File: config.mk
export PLATFORM = sky130hd
export DESIGN_NAME = updown_event_counter_flat
export DESIGN_NICKNAME = d
export VERILOG_FILES = /design/src/rtl/updown_event_counter_if.sv /design/src/rtl/updown_event_counter.sv /design/src/flat_wrapper.sv
export SDC_FILE = /design/constraint.sdc
export NUM_CORES = 1
export LEC_CHECK = 0
export ABC_AREA = 1
export CAP_MARGIN = 20
export CORE_MARGIN = 5
export CORE_UTILIZATION = 45
export CTS_CLUSTER_DIAMETER = 80
export DETAILED_ROUTE_END_ITERATION = 10
export MAX_ROUTING_LAYER = met4
export PLACE_DENSITY_LB_ADDON = 0.08
export SKIP_CTS_REPAIR_TIMING = 1
export SYNTH_ARGS = -nofsm -noshare
export SYNTH_HDL_FRONTEND = slang
export SYNTH_SLANG_ARGS = --single-unit
File: constraint.sdc
create_clock -name clk -period 5.8 [get_ports clk]
set_clock_uncertainty 0.2 [all_clocks]
set_input_delay 0.87 -clock clk [delete_from_list [all_inputs] [get_ports clk]]
set_output_delay 0.87 -clock clk [all_outputs]
set_load 0.05 [all_outputs]
File: src/rtl/updown_event_counter_if.sv
// Button inputs, count handshake and LED levels between the event counter and its environment.
interface updown_event_counter_if #(
   parameter int unsigned WIDTH = 12
);
   logic             btn_up;
   logic             btn_down;
   logic             en;
   logic [WIDTH-1:0] count;
   logic             rdy;
   logic [1:0]       pressed;

   modport master (
      input  btn_up, btn_down, en,
      output count, rdy, pressed
   );

   modport slave (
      output btn_up, btn_down, en,
      input  count, rdy, pressed
   );
endinterface

File: src/rtl/updown_event_counter.sv
// Debounced up/down push-button counter with a wrapping count that is offered
// downstream through a one-cycle rdy strobe whenever it changes.
module updown_event_counter #(
   parameter int unsigned WIDTH           = 12,
   parameter int unsigned MAX_COUNT       = 4095,
   parameter int unsigned DEBOUNCE_CYCLES = 500000
) (
   input logic                  clk,
   input logic                  reset,
   updown_event_counter_if.master bus
);
   localparam int unsigned TW = 24;
   localparam logic [TW-1:0]    TIMER_LAST = TW'(DEBOUNCE_CYCLES - 1);
   localparam logic [WIDTH-1:0] COUNT_MAX  = WIDTH'(MAX_COUNT);

   typedef enum logic [1:0] {IDLE, ARM, HELD, DISARM} dbnc_state_e;

   // Index 0 is the up button, index 1 the down button.
   logic [1:0]       sync1_q, sync1_d;
   logic [1:0]       sync2_q, sync2_d;
   dbnc_state_e      state_q [2];
   dbnc_state_e      state_d [2];
   logic [TW-1:0]    timer_q [2];
   logic [TW-1:0]    timer_d [2];
   logic [1:0]       press_q, press_d;
   logic [1:0]       pressed_q, pressed_d;
   logic [WIDTH-1:0] count_q, count_d;
   logic             pending_q, pending_d;
   logic             rdy_q, rdy_d;
   logic [TW-1:0]    timer_inc [2];

   always_comb begin
      sync1_d   = {bus.btn_down, bus.btn_up};
      sync2_d   = sync1_q;
      press_d   = 2'b00;
      pressed_d = 2'b00;
      for (int i = 0; i < 2; i++) begin
         state_d[i]   = state_q[i];
         timer_d[i]   = timer_q[i];
         timer_inc[i] = timer_q[i] + TW'(1);
         unique case (state_q[i])
            IDLE: begin
               if (sync2_q[i]) begin
                  timer_d[i] = '0;
                  state_d[i] = ARM;
               end
            end
            ARM: begin
               if (!sync2_q[i]) begin
                  state_d[i] = IDLE;
               end else begin
                  timer_d[i] = timer_inc[i];
                  if (timer_inc[i] == TIMER_LAST) begin
                     state_d[i] = HELD;
                     press_d[i] = 1'b1;
                  end
               end
            end
            HELD: begin
               if (!sync2_q[i]) begin
                  timer_d[i] = '0;
                  state_d[i] = DISARM;
               end
            end
            DISARM: begin
               if (sync2_q[i]) begin
                  state_d[i] = HELD;
               end else begin
                  timer_d[i] = timer_inc[i];
                  if (timer_inc[i] == TIMER_LAST) begin
                     state_d[i] = IDLE;
                  end
               end
            end
            default: state_d[i] = IDLE;
         endcase
         pressed_d[i] = (state_d[i] == HELD) || (state_d[i] == DISARM);
      end
   end

   // Count update and handshake; a press in the strobe cycle re-arms pending.
   always_comb begin
      count_d   = count_q;
      pending_d = pending_q;
      rdy_d     = 1'b0;
      if (pending_q && bus.en) begin
         rdy_d     = 1'b1;
         pending_d = 1'b0;
      end
      unique case (press_q)
         2'b01: begin
            count_d   = (count_q == COUNT_MAX) ? '0 : count_q + WIDTH'(1);
            pending_d = 1'b1;
         end
         2'b10: begin
            count_d   = (count_q == '0) ? COUNT_MAX : count_q - WIDTH'(1);
            pending_d = 1'b1;
         end
         default: ;
      endcase
   end

   always_ff @(posedge clk or posedge reset) begin
      if (reset) begin
         sync1_q   <= 2'b00;
         sync2_q   <= 2'b00;
         press_q   <= 2'b00;
         pressed_q <= 2'b00;
         count_q   <= '0;
         pending_q <= 1'b1;
         rdy_q     <= 1'b0;
         for (int i = 0; i < 2; i++) begin
            state_q[i] <= IDLE;
            timer_q[i] <= '0;
         end
      end else begin
         sync1_q   <= sync1_d;
         sync2_q   <= sync2_d;
         press_q   <= press_d;
         pressed_q <= pressed_d;
         count_q   <= count_d;
         pending_q <= pending_d;
         rdy_q     <= rdy_d;
         for (int i = 0; i < 2; i++) begin
            state_q[i] <= state_d[i];
            timer_q[i] <= timer_d[i];
         end
      end
   end

   assign bus.count   = count_q;
   assign bus.rdy     = rdy_q;
   assign bus.pressed = pressed_q;
endmodule

File: src/flat_wrapper.sv
// flat-port wrapper written by rule: the top's interface ports become plain ports
module updown_event_counter_flat 
#(
   parameter int unsigned WIDTH           = 12,
   parameter int unsigned MAX_COUNT       = 4095,
   parameter int unsigned DEBOUNCE_CYCLES = 500000
)
  (clk, reset, bus_btn_up, bus_btn_down, bus_en, bus_count, bus_rdy, bus_pressed);
  updown_event_counter_if #(.WIDTH(WIDTH)) bus_i ();
  input logic clk;
  input logic reset;
  input wire logic [$bits(bus_i.btn_up)-1:0] bus_btn_up;
  input wire logic [$bits(bus_i.btn_down)-1:0] bus_btn_down;
  input wire logic [$bits(bus_i.en)-1:0] bus_en;
  output wire logic [$bits(bus_i.count)-1:0] bus_count;
  output wire logic [$bits(bus_i.rdy)-1:0] bus_rdy;
  output wire logic [$bits(bus_i.pressed)-1:0] bus_pressed;
  assign bus_i.btn_up = bus_btn_up;
  assign bus_i.btn_down = bus_btn_down;
  assign bus_i.en = bus_en;
  assign bus_count = bus_i.count;
  assign bus_rdy = bus_i.rdy;
  assign bus_pressed = bus_i.pressed;
  updown_event_counter #(.WIDTH(WIDTH), .MAX_COUNT(MAX_COUNT), .DEBOUNCE_CYCLES(DEBOUNCE_CYCLES)) u_core (.clk(clk), .reset(reset), .bus(bus_i));
endmodule
* Yosys cells after proc, flatten, opt, wreduce, memory -nomap -nowiden
Index checks and enable logic that the tools add are counted.
Cells by class: add/sub/neg operators 4, multiply operators 0, div/mod/pow operators 0, magnitude comparators 0, equality and inequality tests 23, shift operators 0, mux-type cells 36, bitwise gates (word level) 0, reduce and logical (&&, ||, !) cells 11
Operators with widths (count):
- 24-bit two-way mux | 8
- 24-bit one-hot mux with 4 select lines | 2
- 24-bit by 1-bit adder with 24-bit output, second input constant | 2
- 24-bit by 19-bit == test with 1-bit output, second input constant | 2
- 12-bit two-way mux | 2
- 2-bit two-way mux | 12
- 12-bit one-hot mux with 2 select lines | 1
- 2-bit == test, second input constant | 9
- 2-bit one-hot mux with 4 select lines | 2
- 12-bit by 1-bit adder with 12-bit output, second input constant | 1
- 12-bit == test, second input constant | 1
- 12-bit logical NOT | 1
- 12-bit by 1-bit subtractor with 12-bit output, second input constant | 1
- 1-bit two-way mux | 9
- 2-bit by 1-bit != test with 1-bit output, second input constant | 4
- 2-bit != test, second input constant | 4
- 4-bit AND reduction | 2
- 2-bit by 1-bit == test with 1-bit output, second input constant | 3
- 2-bit logical NOT | 2
- 2-bit nonzero test | 2
- 1-bit logical OR | 2
- 2-bit OR reduction | 1
- 1-bit logical AND | 1
Storage, ports and cells: register bits 74, latch bits 0, RAM bits 0, bits in read-only memories 0, bits of input ports 5, output and inout bits 15, word-level logic and storage cells 85, memories kept 0

* Longest topological paths before layout
depth in word-level cells 7, gate-level depth with buffers 14, mapped depth without buffers 14

* Worst setup path before layout
OpenSTA, ideal clock, no wires.
kind flip-flop to flip-flop, start register u_core.count_q[1] (netlist: u_core.bus.count[1]), end register u_core.count_q[11] (netlist: u_core.bus.count[11]), library setup time 135 ps, arrival time 1959 ps, data required time 5465 ps, slack 3506 ps, cell stages (with the launch flop) 11, path buffers 0, period minus slack after synthesis 2294 ps, path through dfrtp_1 ha_1 nand4_1 nor2_1 nand2_1 nor2_1 nand3_1 nand3_1 o211ai_1 nand3_1 o21ai_0
Between the ends: longest elaborated chain between the ends 3, elaborated cells between the ends (all ways) 7, classes of those cells 2 x add/sub; 1 x eq/ne; 3 x mux; 1 x reduce/logical
RTL lines:
- start, declared | line updown_event_counter.sv:27 | logic [WIDTH-1:0] count_q, count_d;
- start signal, assigned | line updown_event_counter.sv:121 | count_q <= count_d;
- 12-bit by 1-bit subtractor with 12-bit output, or another cell as far along | line updown_event_counter.sv:96 | count_d = (count_q == '0) ? COUNT_MAX : count_q - WIDTH'(1);
- 12-bit two-way mux, on equally long branches | line updown_event_counter.sv:96, updown_event_counter.sv:92
- 12-bit one-hot mux with 2 select lines * | line updown_event_counter.sv:90 | unique case (press_q)
Every way passes the cells marked *; elsewhere a longest branch is shown, timed or not. A chain may end at the register's enable or synchronous reset.

* Worst setup path in the final report
start register u_core.count_q[2] (netlist: u_core.bus.count[2]), end output port bus_count[2]
RTL lines:
- end, declared | line flat_wrapper.sv:15 | output wire logic [$bits(bus_i.count)-1:0] bus_count;
No word-level cell between the ends.

==> flow_summary.ini <==
[route]
drt.antenna.violating_nets = 0
routed_wirelength_um = 12100
post_drt_via_cell_ratio = 5.28
drt_drc_violations_left = 0
detailedRoute.firstPassIterationCount = 5
vias = 4626
routedWlPerCell_um = 13.9
initial_drt_markers = 394

[floorplanning]
die_outline_area_um2 = 13000
std_cell_rows = 38
die_w_um = 114
design.portCount = 20
core_region_area_um2 = 10700
initial_core_util_pct = 45.4
die_y_um = 114

[synthesis]
yosys.cell_types.count = 35
post_synth_main_area_contributors = dfrtp_1 (37%), nand2_1 (15%), nand3_1 (9.1%), nor2_1 (6.9%), inv_1 (6.8%)
synthesized_area_per_cell_um2 = 6.81
synthesis.area_um2 = 4880
leading_area_contributor_after_synthesis = dfrtp_1
synthesis.yosys.warnings = 0
synthesis.instances = 716
synth_seq_cells = 74
seq_area_frac_synth_pct = 38.0
syn_nets = 729
synth_largest_type_area_fraction_pct = 37.4

[layout]
final.fill_count = 1124
most-common-layout-cells = nand2_1 (192), nor2_1 (90), nand3_1 (89)
drive_gt1_share_pct = 7.07
antenna_cells_inserted = 0
finalInstanceArea_um2 = 5470
area.growth.synth_to_final_pct = 12.1
nNetsFinal = 744
layout_commonest_cell = nand2_1

[global_route]
largest_net_degree_at_the_start_of_global_routing = 68
grt_antenna_before_repair = 0
grtUsageTotal_pct = 19.9
grt_pass1_vias = 4256
grt_pass1_wl_um = 20400
grt.overflow.total = 0

[clock_tree]
clock_sink_count = 74
clock_tree.buffer_depth = 2
worst_skew_pair_latency_ns = 0.36
clkTransAtPathRegs_ns = 0.09
cts_htree_levels = 3
cts_tree = yes
tritoncts.num_buffers = 9
cts_root_buf = clkbuf_8

[timing]
tightestPinTransition_ns = 1.05
rsz0062_at_grt = no
setup_viol = 0
worst_hold_slack_ns = 0.169
finalCritPeriodShare_pct = 48.1
clock_period_minus_worst_slack_ns = 2.79
slew_viol_final = 0
finalHoldViolCount = 0
max_clock_freq_mhz = 358
worst_slew_margin_rel_pct = 29.7
setup_total_negative_slack_ns = 0

[critical_path]
timing.critical_path.fanout_max = 9
required_ns = 4.73
cp_slowest_cell = clkdlybuf4s50_1
cp_slowest_stage_delay_ns = 0.86
critPathCaptureType = output port
arrival_ns = 1.72
worstPathCellList = clkdlybuf4s50_1
worstPathBufferInverterCount = 1
worst_path_dominant_cell_family = buffers and inverters
setup.worst_path.start_class = flip-flop
criticalPathCategory = reg2out

[power_and_ir_drop]
power_density_nw_per_um2 = 202
power.net_switching_w = 0.000256
sequentialPowerShare_pct = 48.6
leakage_nw = 2.41
vdd_drop_max_mv = 0.125
p_int_w = 0.000848
pwr-share-comb_pct = 4.1
sw_frac_of_total_pct = 23.2
clock_power_share_pct = 47.3

[outcome]
result_of_the_run = finished clean

[place]
gp_routability_congestion = 0.909
placement.io_buffers = 19
dpl_cell_area_um2 = 5180
place_hpwl_um = 8680

[flow_run]
count_of_maximum_capacitance_violations = 0

[worst_hold_path]
timing.hold.worst.class = reg2reg
[state kept, by name, indices dropped and copies added, names as in the netlist]
register / count
u_core.bus.rdy: 1
u_core.sync2_q: 2
u_core.bus.pressed: 2
u_core.pending_q: 1
u_core.state_q: 4
u_core.bus.count: 12
u_core.sync1_q: 2
u_core.timer_q: 48
u_core.press_q: 2
[synth_stat cells, drive strengths merged]
| library cell | instances |
|---|---|
| a21boi | 1 |
| a21oi | 9 |
| a22oi | 2 |
| a32oi | 1 |
| and2 | 1 |
| buf | 6 |
| clkbuf | 11 |
| dfrtp | 73 |
| dfstp | 1 |
| ha | 8 |
| inv | 88 |
| nand2 | 204 |
| nand2b | 1 |
| nand3 | 92 |
| nand4 | 12 |
| nor2 | 105 |
| nor3 | 5 |
| nor3b | 1 |
| nor4 | 1 |
| o211ai | 3 |
| o21ai | 57 |
| o22ai | 13 |
| o31ai | 1 |
| o41ai | 1 |
| or2 | 2 |
| xnor2 | 2 |
| xor2 | 15 |
[final timing paths]
path / start / to / slack, ns / cells after the start
setup / recovery: u_core.bus.count[2] / bus_count[2] / 3.01 / 1
min in group asynchronous: reset / u_core.bus.count[6] / 0.51 / 2
setup reg to reg: u_core.sync2_q[1] / u_core.timer_q[1] / 3.09 / 4
hold / removal: u_core.sync1_q[0] / u_core.sync2_q[0] / 0.17 / 0
hold reg to reg: u_core.sync1_q[0] / u_core.sync2_q[0] / 0.17 / 0
max in group asynchronous: reset / u_core.bus.pressed[1] / 3.79 / 3
[through the flow]
step	cells	power, W	setup WS [ns]	utilization (%)
after detailed placement	859	0.000590	3.11	48.2
after global placement	859	0.000590	3.19	48.2
after global routing	876	0.00115	2.80	50.9
after floorplan	716	0.000575	2.85	-
after CTS	875	0.00111	2.99	50.7
final	876	0.00110	3.01	50.9
[power groups by stage]
stage	sequential, W	clock (W)	combinational (W)
finish	0.000536	0.000522	0.0000455
global route	0.000538	0.000556	0.0000524
CTS	0.000536	0.000533	0.0000444
detailed placement	0.000546	0	0.0000443
global placement	0.000546	0	0.0000436
floorplan	0.000540	0	0.0000346
[cell families (layout without fill, tap and decap cells)]
logic type,after synthesis,in the layout,share of synthesized area (%)
xor+xnor,17,17,3.05
buf+inv,105,125,8.18
compound gates,88,88,9.87
flops,74,74,38.0
simple gates,424,424,38.9
fa+ha+maj,8,8,2.05
[final cells by class]
| class | instances | area [µm²] | area share [%] |
|---|---|---|---|
| Multi-Input combinational cell | 537 | 2630 | 48.0 |
| Sequential cell | 74 | 1850 | 33.9 |
| Inverter | 88 | 332 | 6.06 |
| Timing Repair Buffer | 21 | 225 | 4.12 |
| Tap cell | 140 | 175 | 3.20 |
| Clock buffer | 11 | 151 | 2.77 |
| Clock inverter | 5 | 108 | 1.97 |
[per-layer routing]
metal  global-route usage, %  up-vias  routed length [µm]
li1                        -     2342                   -
met1                    26.8     2133                5720
met2                    30.9      139                5570
met3                    3.96       12                 740
met4                    4.99        0                 101
met5                       -        -                   0
Note: power is estimated with default switching activity, not from simulation.
